`config.mk`:
```
export PLATFORM = sky130hd
export DESIGN_NAME = ps2_dir_decoder
export DESIGN_NICKNAME = d
export VERILOG_FILES = /design/src/rtl/ps2_dir_decoder.sv
export SDC_FILE = /design/constraint.sdc
export NUM_CORES = 1
export LEC_CHECK = 0
export CAP_MARGIN = 0
export CORE_ASPECT_RATIO = 1.1
export CORE_UTILIZATION = 29
export DETAILED_ROUTE_END_ITERATION = 7
export GPL_TIMING_DRIVEN = 0
export HOLD_SLACK_MARGIN = 0.06
export PLACE_DENSITY = 0.57
export SLEW_MARGIN = 15
export SYNTH_ARGS = -nofsm -noshare
export SYNTH_HDL_FRONTEND = slang
export SYNTH_SLANG_ARGS = --single-unit
```
`constraint.sdc`:
```
create_clock -name CLOCK_50 -period 6.6 [get_ports CLOCK_50]
set_input_delay 1.32 -clock CLOCK_50 [delete_from_list [all_inputs] [get_ports CLOCK_50]]
set_output_delay 1.32 -clock CLOCK_50 [all_outputs]
set_load 0.01 [all_outputs]
```
`src/rtl/ps2_dir_decoder.sv`:
```
// rtl/ps2_dir_decoder.sv - PS/2 scan-code to one-hot direction decoder (optional macro: PS2_WASD_EN)
module ps2_dir_decoder #(
  parameter int TIMEOUT_CYCLES = 1_000_000
) (
  input  logic       CLOCK_50,
  input  logic       reset_n,
  input  logic       valid,
  input  logic [7:0] scan_code,
  output logic       up,
  output logic       down,
  output logic       left,
  output logic       right,
  output logic       any_held,
  output logic       dir_changed
);

  localparam int CNT_W = (TIMEOUT_CYCLES > 1) ? $clog2(TIMEOUT_CYCLES) : 1;
  localparam logic [CNT_W-1:0] CNT_MAX = CNT_W'(TIMEOUT_CYCLES - 1);

  typedef enum logic [1:0] {
    IDLE    = 2'd0,
    EXT     = 2'd1,
    BRK     = 2'd2,
    EXT_BRK = 2'd3
  } state_t;

  // Key bits throughout: [0]=up [1]=down [2]=left [3]=right.
  state_t           state_q, state_d;
  logic [CNT_W-1:0] cnt_q, cnt_d;
  logic [3:0]       held_q, held_d;
  logic [3:0]       last_q, last_d;   // one-hot, zero means no key
  logic [3:0]       dir_q, dir_d;
  logic             dc_q, dc_d;

  logic             do_make;
  logic             do_break;
  logic             key_ext;
  logic [3:0]       key;

  // Map a (prefix, code) pair to a one-hot key; zero for unmapped codes.
  function automatic logic [3:0] key_map(input logic ext, input logic [7:0] code);
    logic [3:0] k;
    k = 4'b0000;
    if (ext) begin
      case (code)
        8'h75:   k = 4'b0001;
        8'h72:   k = 4'b0010;
        8'h6B:   k = 4'b0100;
        8'h74:   k = 4'b1000;
        default: k = 4'b0000;
      endcase
    end else begin
`ifdef PS2_WASD_EN
      case (code)
        8'h1D:   k = 4'b0001;
        8'h1B:   k = 4'b0010;
        8'h1C:   k = 4'b0100;
        8'h23:   k = 4'b1000;
        default: k = 4'b0000;
      endcase
`else
      k = 4'b0000;
`endif
    end
    return k;
  endfunction

  // Next-state: prefix FSM, prefix timeout, held mask and most-recent-key tracking.
  always_comb begin
    state_d  = state_q;
    cnt_d    = cnt_q;
    held_d   = held_q;
    last_d   = last_q;
    do_make  = 1'b0;
    do_break = 1'b0;
    key_ext  = 1'b0;

    if (valid) begin
      // A byte always restarts the prefix timer, even on the expiry cycle.
      cnt_d = '0;
      case (state_q)
        IDLE: begin
          if (scan_code == 8'hE0)      state_d = EXT;
          else if (scan_code == 8'hF0) state_d = BRK;
          else                         do_make = 1'b1;
        end
        EXT: begin
          if (scan_code == 8'hE0)      state_d = EXT;
          else if (scan_code == 8'hF0) state_d = EXT_BRK;
          else begin
            do_make = 1'b1;
            key_ext = 1'b1;
            state_d = IDLE;
          end
        end
        BRK: begin
          do_break = 1'b1;
          state_d  = IDLE;
        end
        EXT_BRK: begin
          do_break = 1'b1;
          key_ext  = 1'b1;
          state_d  = IDLE;
        end
        default: state_d = IDLE;
      endcase
    end else if (state_q != IDLE) begin
      if (cnt_q == CNT_MAX) begin
        state_d = IDLE;
        cnt_d   = '0;
      end else begin
        cnt_d = cnt_q + CNT_W'(1);
      end
    end else begin
      cnt_d = '0;
    end

    key = key_map(key_ext, scan_code);

    // Typematic repeats of a held key leave the most-recent choice untouched.
    if (do_make && (key != 4'b0000) && ((held_q & key) == 4'b0000)) begin
      held_d = held_q | key;
      last_d = key;
    end

    // Releasing the most-recent key falls back to the highest-priority key still held.
    if (do_break && ((held_q & key) != 4'b0000)) begin
      held_d = held_q & ~key;
      if (last_q == key) last_d = held_d & (~held_d + 4'd1);
    end

    dir_d = last_d & held_d;
    dc_d  = (dir_d != dir_q);
  end

  // State and registered outputs.
  always_ff @(posedge CLOCK_50 or negedge reset_n) begin
    if (!reset_n) begin
      state_q <= IDLE;
      cnt_q   <= '0;
      held_q  <= 4'b0000;
      last_q  <= 4'b0000;
      dir_q   <= 4'b0000;
      dc_q    <= 1'b0;
    end else begin
      state_q <= state_d;
      cnt_q   <= cnt_d;
      held_q  <= held_d;
      last_q  <= last_d;
      dir_q   <= dir_d;
      dc_q    <= dc_d;
    end
  end

  assign up          = dir_q[0];
  assign down        = dir_q[1];
  assign left        = dir_q[2];
  assign right       = dir_q[3];
  assign any_held    = |held_q;
  assign dir_changed = dc_q;

endmodule
```
==> reports/qor.csv <==
stage;metric;value;unit
clock_tree;Clock Sinks;35;
clock_tree;worst skew pair latency;0.29;ns
sta;Final Max Slew Viols;0;
logic_synthesis;post-synth cell types;61;
placement;number of I/O port buffers;15;
finish;most frequent cells in the layout;35 x dfrtp_1, 34 x nor2_1, 23 x nand2_1;
detailed_routing;Post-Route WL;5260;um
placement;post-DP HPWL;4030;um
finish;most common cell after layout, fill and taps aside;dfrtp_1;
global_routing;gr ovfl total;0;
logic_synthesis;FFs w/ async S/R, synth;1.00;
setup_path;Startpoint Class;input port;
placement;Placed Cells;354;
setup_path;crit-path max FO;8;
detailed_routing;DR vias/cell;5.37;
setup_path;Critical Path Sink Type;flop;
clock_tree;Bufs on Longest Clock Path;2;
clock_tree;root buffer cell;clkbuf_8;
sta;RSZ-0062 raised after global routing;no;
setup_path;Cell Chain, Critical Path;clkdlybuf4s50_1 > or3_1 > o21ai_1 > a2111oi_2 > nand2_2 > a21o_1 > a32o_1 > nor3_2 > nand4_1;
global_routing;vias in the first global route;1915;
logic_synthesis;top_reg_cell synth;dfrtp_1;
setup_path;Buf/Inv on CP;1;
sta;worst hold margin;0.518;ns
detailed_routing;1st-iter DRT viols;114;
setup_path;Max stage delay on crit path;0.63;ns
sta;setup TNS;0;ns
finish;Net count, final;286;
setup_path;Worst Path Required;6.75;ns
run_status;status;finished, final reports clean;
power;VDD IR max;0.0768;mV
global_routing;pin count of the biggest net entering global routing;19;
setup_path;Crit Path Class;input port to flop;
floorplanning;die extent in y;94.0;um
finish;fillcell total;771;
detailed_routing;DRT antenna net count;0;
floorplanning;IO Count;17;
finish;P&R area growth vs syn;17.7;%
sta;post-route minimum period;3.70;ns
finish;antenna cells;0;
clock_tree;Num CTS Buffers;5;
sta;final worst-path cycle share;0.560;
floorplanning;die area;8040;um^2
setup_path;Top delay family on crit path;compound AO/OA/AOI/OAI gates;
sta;Slew HR;0.643;
floorplanning;Initial Util;0.300;
setup_path;Critical Path AT;3.85;ns
logic_synthesis;Cell Area, Synth;2230;um^2
global_routing;initial antenna violation count;0;
floorplanning;FP Rows;33;
detailed_routing;drt wl/cell;14.5;um
job;max-cap violations;0;
clock_tree;CTS Hold Buffers Added;0;
detailed_routing;Vias;1944;
logic_synthesis;Post-synth EDFFs;0;
detailed_routing;drt pass-1 iters;4;
finish;final cell count without fillers;362;
logic_synthesis;Syn Inst Count;251;
finish;share of layout cells above drive strength 1;0.109;
logic_synthesis;Yosys reg bits;35;
placement;Placer Congestion;0.821;
sta;final setup vio count;0;
hold_path;HP Class;flop to flop;
clock_tree;Worst-path clk slew;0.08;ns
sta;Worst-Margin Slew;0.530;ns
sta;clock skew;0.00975;ns
power;Leakage;0.00107;uW
logic_synthesis;Avg Inst Size Synth;8.88;um^2
logic_synthesis;sequential area share after synthesis;0.393;
clock_tree;postcts setup bufs;0;
global_routing;first-pass GRT wire length;9070;um
setup_path;Slowest-stage cell, CP;clkdlybuf4s50_1;
global_routing;total track usage;0.142;
clock_tree;TritonCTS clock tree;done;
sta;Final Hold Fails;0;
detailed_routing;DRC;0;
sta;Fmax;0.270;GHz
power;power per cell area;165;nW/um^2
floorplanning;Core Footprint;7430;um^2
logic_synthesis;Yosys warnings;0;
logic_synthesis;Syn Nets;263;
clock_tree;H-tree depth;2;
floorplanning;die width;85.6;um
clock_tree;post-CTS resize count;0;
==> stage by stage <==
| stage | instance area, um^2 | setup WS [ns] | total power, uW | utilization |
|---|---|---|---|---|
| after detailed placement | 2510 | 2.61 | 245 | 0.338 |
| after CTS | 2620 | 2.91 | 439 | 0.353 |
| after global routing | 2620 | 2.66 | 448 | 0.353 |
| after floorplan | 2230 | 3.46 | 228 | - |
| final | 2620 | 2.90 | 432 | 0.353 |
| after global placement | 2490 | 2.58 | 243 | 0.335 |
==> cell type report <==
type	count	area, um^2	area share
clock inverters	3	43.8	0.0167
clock buffers	5	68.8	0.0262
repair buffers	16	173	0.0658
inverters	14	52.6	0.0200
plain buffers	6	42.5	0.0162
well taps	87	109	0.0415
flip-flops and latches	35	876	0.334
multi-input cells	196	1260	0.480
==> worst paths after layout <==
kind                                         from                    end  slack (ns)  depth (start not counted)
max in group asynchronous                 reset_n    last_q[3]$_DFF_PN0_        5.18                          2
setup / recovery                     scan_code[2]  dir_changed$_DFF_PN0_        2.90                          9
setup reg to reg           state_q[0]$_DFFE_PN0P_  dir_changed$_DFF_PN0_        4.15                          9
min in group asynchronous                 reset_n    cnt_q[16]$_DFF_PN0_        0.97                          1
hold / removal                 cnt_q[0]$_DFF_PN0_     cnt_q[0]$_DFF_PN0_        0.52                          1
hold reg to reg                cnt_q[0]$_DFF_PN0_     cnt_q[0]$_DFF_PN0_        0.52                          1
==> cells in the mapped netlist, types with 3 or more instances <==
master,number,area (um^2)
a31o_2,3,26.3
nor3_1,3,15.0
nand3_1,16,80.1
inv_1,14,52.6
nand4b_1,4,35.0
nor2_1,34,128
nor2b_1,3,18.8
nand4_1,11,68.8
a21o_1,3,22.5
or4_1,3,22.5
dfrtp_1,35,876
nand2_1,23,86.3
and2_1,4,25.0
a21oi_1,4,20.0
xor2_1,14,123
xnor2_1,4,35.0
o21ai_0,7,35.0
and3_1,8,50.1
==> layer usage <==
metal	track usage	part of all wire
met1	0.198	0.49
met4	0.0403	0.0078
met3	0.0246	0.040
met2	0.224	0.46
met5	0	0
==> power by group <==
group	total, uW	switching, uW	internal [uW]
sequential	215	0.107	214
combinational	25.9	14.7	11.2
clock	192	79.5	112
==> sequential cells by signal (all words and copies together), names as in the netlist <==
| name | count |
|---|---|
| held_q | 4 |
| cnt_q | 20 |
| dir_changed | 1 |
| state_q | 2 |
| dir_q | 4 |
| last_q | 4 |
==> logic make-up (layout without fill, tap and decap cells) <==
group / after synthesis / count (layout) / share of synthesized area
DFF: 35 / 35 / 0.393
AOI/OAI and AO/OA: 42 / 42 / 0.149
muxes: 3 / 3 / 0.0140
and+or+nand+nor: 132 / 132 / 0.325
buffers and inverters: 20 / 44 / 0.0426
adders and majority gates: 1 / 1 / 0.00561
xor gates and xnor gates: 18 / 18 / 0.0707
No activity file was read; power rests on OpenSTA's default activity.
==> RTL edit 1, RTL diff (same flow settings) <==
The 4 states of `state_t` get a one-hot encoding in 4 bits.
--- a/src/rtl/ps2_dir_decoder.sv
+++ b/src/rtl/ps2_dir_decoder.sv
@@ -19,7 +19,7 @@
 
-  typedef enum logic [1:0] {
-    IDLE    = 2'd0,
-    EXT     = 2'd1,
-    BRK     = 2'd2,
-    EXT_BRK = 2'd3
+  typedef enum logic [3:0] {
+    IDLE    = 4'b0001,
+    EXT     = 4'b0010,
+    BRK     = 4'b0100,
+    EXT_BRK = 4'b1000
   } state_t;
Behaviour: no difference found for any inputs over 10 cycles, from zero or initial values and one cycle with reset_n low; not proved beyond that.
==> RTL edit 1 against the original RTL <==
- final area up 4.5%
- total power up 11%
- maximum frequency down 16%
- wire length down 4.9%
- worst setup slack worse by 0.68 ns
- sequential cell count up 2
- count of clock-buffer cells in the layout unchanged
- synthesized area up 3.7%
- core utilization up 0.80 points
- critical path depth unchanged
- synthesized cell count up 1.6%
- largest cell class unchanged
- highest routed layer unchanged
==> RTL edit 1: results (changes against the original RTL) <==
Layout Nets=290 (was 286); total leakage power=0.00108 uW (was 0.00107 uW); largest net degree at the start of global routing=26 (was 19); gr usage total=13.3% (was 14.2%); Setup crit start=scan_code[5] (was scan_code[2]); status=complete, no violations (unchanged); Mapped Nets=267 (was 263); router iterations before antenna repair=4 (unchanged); path depth of the worst reg2reg path=8 (was 9); placer's final routability congestion estimate=0.835 (was 0.821); fraction of the yosys area taken by sequential cells=40.1% (was 39.3%); DPL Wire Length=3.72 mm (was 4.03 mm); count of port buffers added during placement=15 (unchanged); Clock Skew=0.00590 ns (was 0.00975 ns); wire length of the first global-routing pass=8.74 mm (was 9.07 mm); Tightest Pin Transition=0.604 ns (was 0.530 ns); per-cell via count in the routed design=4.95 (was 5.37); origin of the critical flop-to-flop path=state_q[2] (was state_q[0]); cell at the root of the clock tree=sky130_fd_sc_hd__clkbuf_8 (unchanged); count of cell types in the netlist=60 (was 61); vias in the first global route=1882 (was 1915); CTS buffer count=5 (unchanged); worst min-delay path startpoint=cnt_q[0] (unchanged); most frequent cells after synthesis=39 x sky130_fd_sc_hd__nor2_1, 36 x sky130_fd_sc_hd__dfrtp_1, 24 x sky130_fd_sc_hd__nand2_1, 13 x sky130_fd_sc_hd__xnor2_1, 12 x sky130_fd_sc_hd__nand3_1 (was 35 x sky130_fd_sc_hd__dfrtp_1, 34 x sky130_fd_sc_hd__nor2_1, 23 x sky130_fd_sc_hd__nand2_1, 16 x sky130_fd_sc_hd__nand3_1); main area contributors after synthesis=sky130_fd_sc_hd__dfrtp_1 39%, sky130_fd_sc_hd__nor2_1 6.3%, sky130_fd_sc_hd__xnor2_1 4.9% (was sky130_fd_sc_hd__dfrtp_1 39%, sky130_fd_sc_hd__nor2_1 5.7%, sky130_fd_sc_hd__xor2_1 5.5%); fraction of final layout cells sized beyond drive strength 1=9.68% (was 10.9%); latest clock arrival within the worst-skew pair=0.29 ns (about the same); signal arrival time at the worst endpoint=4.54 ns (was 3.85 ns); Crit Path Max Fanout=7 (was 8); initial drt markers=117 (was 114); Peak supply drop=125 uV (was 76.8 uV); average wire per cell in the routed design=13.0 um (was 14.5 um); layout filler cell count=793 (was 771); Largest register FFs=20 (unchanged)
[RTL edit 1: cell count changes in the layout (fill, tap and decap cells not counted), moves of 5 or more]
| cell | unedited run | this run |
|---|---|---|
| sky130_fd_sc_hd__xnor2_1 | 4 | 13 |
| sky130_fd_sc_hd__xor2_1 | 14 | 8 |
| sky130_fd_sc_hd__nor2_1 | 34 | 39 |
| sky130_fd_sc_hd__a21oi_1 | 4 | 10 |
| sky130_fd_sc_hd__mux2i_1 | 2 | 8 |
| sky130_fd_sc_hd__nand4_1 | 11 | 6 |
[RTL edit 1: layout make-up]
class                      instances  area, um2  share of cell area [%]
tap                              105        131                    4.79
buffer                             6       33.8                    1.23
multi-input combinational        202       1310                    47.9
clock buffer                       5       68.8                    2.51
sequential                        37        927                    33.8
timing repair buffer              16        165                    6.02
inverter                          10       37.5                    1.37
clock inverter                     3       65.1                    2.37
[RTL edit 1: power by group]
part / switching (uW) / internal, uW
logic: 12.4 / 8.89
clock network: 81.2 / 150
registers: 0.158 / 227
total: 93.7 / 386
[RTL edit 1: worst paths after layout]
path	to	slack, ns
max in group asynchronous	cnt_q[15]	5.26
min in group asynchronous	cnt_q[17]	0.92
worst min register to register	cnt_q[0]	0.49
worst max register to register	dir_changed	3.42
worst max-delay path	dir_changed	2.22
worst min-delay path	cnt_q[0]	0.49
[RTL edit 1: cells by family after synthesis]
family | share of synthesized area, %
AND/OR/NAND/NOR | 32.3
flip-flops | 40.1
XOR/XNOR | 7.95
multiplexers | 3.95
AO/OA/AOI/OAI | 12.1
buffers and inverters | 3.08
adder cells (fa/ha/maj) | 0.541
[RTL edit 1: through the flow]
stage / instance area (um2) / setup WS (ns) / std cells
after global routing: 2740 / 2.01 / 384
after detailed placement: 2610 / 1.91 / 376
after CTS: 2740 / 2.21 / 384
after floorplan: 2310 / 2.70 / 255
final: 2740 / 2.22 / 384
after global placement: 2590 / 1.88 / 375
[RTL edit 1: metal layers]
metal / global-route usage [%] / wire length, um / vias up
li1: - / - / 958
met2: 22.9 / 2320 / 38
met1: 16.7 / 2450 / 894
met4: 3.83 / 70 / 0
met3: 2.86 / 161 / 11
met5: 0 / 0 / -
[RTL edit 1: critical path: stages]
cell and delay, ns:
sky130_fd_sc_hd__clkdlybuf4s50_1 0.58, sky130_fd_sc_hd__or4b_1 0.48, sky130_fd_sc_hd__nor4_1 0.48, sky130_fd_sc_hd__xnor2_1 0.21, sky130_fd_sc_hd__nand4_2 0.16, sky130_fd_sc_hd__nor3b_4 0.38, sky130_fd_sc_hd__mux2i_1 0.33, sky130_fd_sc_hd__o31ai_1 0.09
sky130_fd_sc_hd__or4b_1 0.49
==> RTL edit 2, RTL diff (same flow settings) <==
Made on the original files. Add a define of `PS2_WASD_EN`.
--- a/src/rtl/ps2_dir_decoder.sv
+++ b/src/rtl/ps2_dir_decoder.sv
@@ -1,2 +1,4 @@
 // rtl/ps2_dir_decoder.sv - PS/2 scan-code to one-hot direction decoder (optional macro: PS2_WASD_EN)
+`define PS2_WASD_EN
+
 module ps2_dir_decoder #(
Function: changed (Yosys sat finds a counterexample within 4 cycles, from zero or initial values and one cycle with reset_n low).
==> RTL edit 2 against the original RTL <==
- final area rose by 1.5%
- worst setup slack got worse by 1.2 ns
- sequential cell count is the same
- final cell count is 4.4% higher
- count of clock-buffer cells in the layout is 3 higher
- synthesized area up 2.1%
- sequential power rose by 5%
- worst hold slack got worse by 0.0066 ns
- total power is 2.5% higher
- wire length down 4.9%
- critical path type unchanged
- largest cell class unchanged
- largest power group unchanged
- highest routed layer unchanged
==> RTL edit 2: results (changes against the original RTL) <==
status=complete, no violations (unchanged); Tightest Pin Transition=0.695 ns (was 0.530 ns); yosys synthesis warning count=0 (unchanged); Clock Tree Buf Depth=2 (unchanged); antenna diode count=0 (unchanged); setup repair bufs after CTS=0 (unchanged); Crit Path Max Fanout=10 (was 8); Mapped Nets=262 (was 263); DPL Wire Length=3.75 mm (was 4.03 mm); final instance count without filler cells=378 (was 362); count of cell types in the netlist=57 (was 61); fraction of the yosys area taken by sequential cells=38.5% (was 39.3%); largest reg by FF count=cnt_q (unchanged); post-synthesis async set-or-reset flop share=100% (unchanged); vias in the first global route=1859 (was 1915); signal arrival time at the worst endpoint=5.07 ns (was 3.85 ns); wire length of the first global-routing pass=8.83 mm (was 9.07 mm); total leakage power=0.00108 uW (was 0.00107 uW); average wire per cell in the routed design=13.2 um (was 14.5 um); switching portion of total power=23.8% (was 21.8%); Clk pin slew, worst setup/hold paths=0.07 ns; latest clock arrival within the worst-skew pair=around 0.28 ns; Largest register FFs=20 (unchanged); Worst Hold Class=flop to flop (unchanged); H-tree depth=2 (unchanged); count of port buffers added during placement=14 (was 15); initial drt markers=83 (was 114); vias after detailed routing=1898 (was 1944); placer's final routability congestion estimate=0.844 (was 0.821); router iterations before antenna repair=4 (unchanged); number of antenna violations at the first check in global routing=0 (unchanged); count of cells resized by post-cts repair=0 (unchanged); gr usage total=13.6% (was 14.2%); most frequent cells after synthesis=35 x sky130_fd_sc_hd__dfrtp_1, 33 x sky130_fd_sc_hd__nor2_1, 23 x sky130_fd_sc_hd__nand2_1, 12 x sky130_fd_sc_hd__a21oi_1, 12 x sky130_fd_sc_hd__xor2_1 (was 35 x sky130_fd_sc_hd__dfrtp_1, 34 x sky130_fd_sc_hd__nor2_1, 23 x sky130_fd_sc_hd__nand2_1, 16 x sky130_fd_sc_hd__nand3_1); Peak supply drop=88.7 uV (was 76.8 uV); main area contributors after synthesis=sky130_fd_sc_hd__dfrtp_1 38%, sky130_fd_sc_hd__nor2_1 5.4%, sky130_fd_sc_hd__xor2_1 4.6% (was sky130_fd_sc_hd__dfrtp_1 39%, sky130_fd_sc_hd__nor2_1 5.7%, sky130_fd_sc_hd__xor2_1 5.5%); Layout Nets=284 (was 286); fraction of final layout cells sized beyond drive strength 1=11.0% (was 10.9%); post-synthesis average cell area=9.10 um2 (was 8.88 um2); Clock Skew=0.00514 ns (was 0.00975 ns); placed cell area=2560 um2 (was 2510 um2); CTS buffer count=5 (unchanged); cell total after placement=370 (was 354); largest net degree at the start of global routing=34 (was 19)
-- RTL edit 2: layer usage --
layer | vias up | routed length (um) | track usage, %
li1 | 969 | - | -
met1 | 909 | 2350 | 16.7
met2 | 18 | 2540 | 25.1
met3 | 2 | 99 | 2.36
met4 | 0 | 12 | 2.50
met5 | - | 0 | 0
-- RTL edit 2: power by group through the flow --
stage	logic (uW)	registers [uW]	clock network [uW]
after floorplan	25.1	229	0
after global placement	46.9	230	0
after detailed placement	48.4	230	0
after CTS	48.6	226	177
after global routing	53.6	227	183
final	48.0	226	169
-- RTL edit 2: critical path, cell delays in order --
cell,delay [ns]
sky130_fd_sc_hd__clkdlybuf4s50_1,0.62
sky130_fd_sc_hd__and4bb_2,0.33
sky130_fd_sc_hd__a41oi_4,0.42
sky130_fd_sc_hd__mux2i_2,0.57
sky130_fd_sc_hd__o2111ai_1,0.30
sky130_fd_sc_hd__or3_2,0.61
sky130_fd_sc_hd__nand2_1,0.12
sky130_fd_sc_hd__mux2i_1,0.07
sky130_fd_sc_hd__a211o_1,0.25
sky130_fd_sc_hd__or4_1,0.46
-- RTL edit 2: final timing paths --
check / from / to / slack [ns] / cells after the start
setup / recovery: scan_code[3] / dir_changed / 1.69 / 10
hold / removal: cnt_q[0] / cnt_q[0] / 0.51 / 1
setup reg to reg: state_q[1] / dir_changed / 3.16 / 9
hold reg to reg: cnt_q[0] / cnt_q[0] / 0.51 / 1
max in group asynchronous: reset_n / cnt_q[16] / 5.39 / 2
min in group asynchronous: reset_n / held_q[3] / 0.83 / 1
-- RTL edit 2: logic make-up (layout without fill, tap and decap cells) --
| kind of cell | after synthesis | in the layout | synth area share, % |
|---|---|---|---|
| and+or+nand+nor | 128 | 128 | 31.3 |
| AOI/OAI and AO/OA | 46 | 46 | 15.6 |
| DFF | 35 | 35 | 38.5 |
| xor gates and xnor gates | 17 | 17 | 6.54 |
| buffers and inverters | 14 | 37 | 3.13 |
| muxes | 9 | 9 | 4.40 |
| adders and majority gates | 1 | 1 | 0.550 |
-- RTL edit 2: per-stage QoR --
step / utilization (%) / setup slack [ns] / power (uW)
floorplan: - / 2.30 / 254
CTS: 35.4 / 1.72 / 452
global route: 35.4 / 1.51 / 464
finish: 35.4 / 1.69 / 443
global placement: 33.9 / 1.43 / 277
detailed placement: 34.1 / 1.43 / 279
-- RTL edit 2: cell type report --
cell class              count  area [um2]
plain buffers               5        37.5
clock buffers               8         100
fillers                   806        4850
inverters                   9        33.8
multi-input cells         201        1330
flip-flops and latches     35         876
well taps                 105         131
repair buffers             15         155
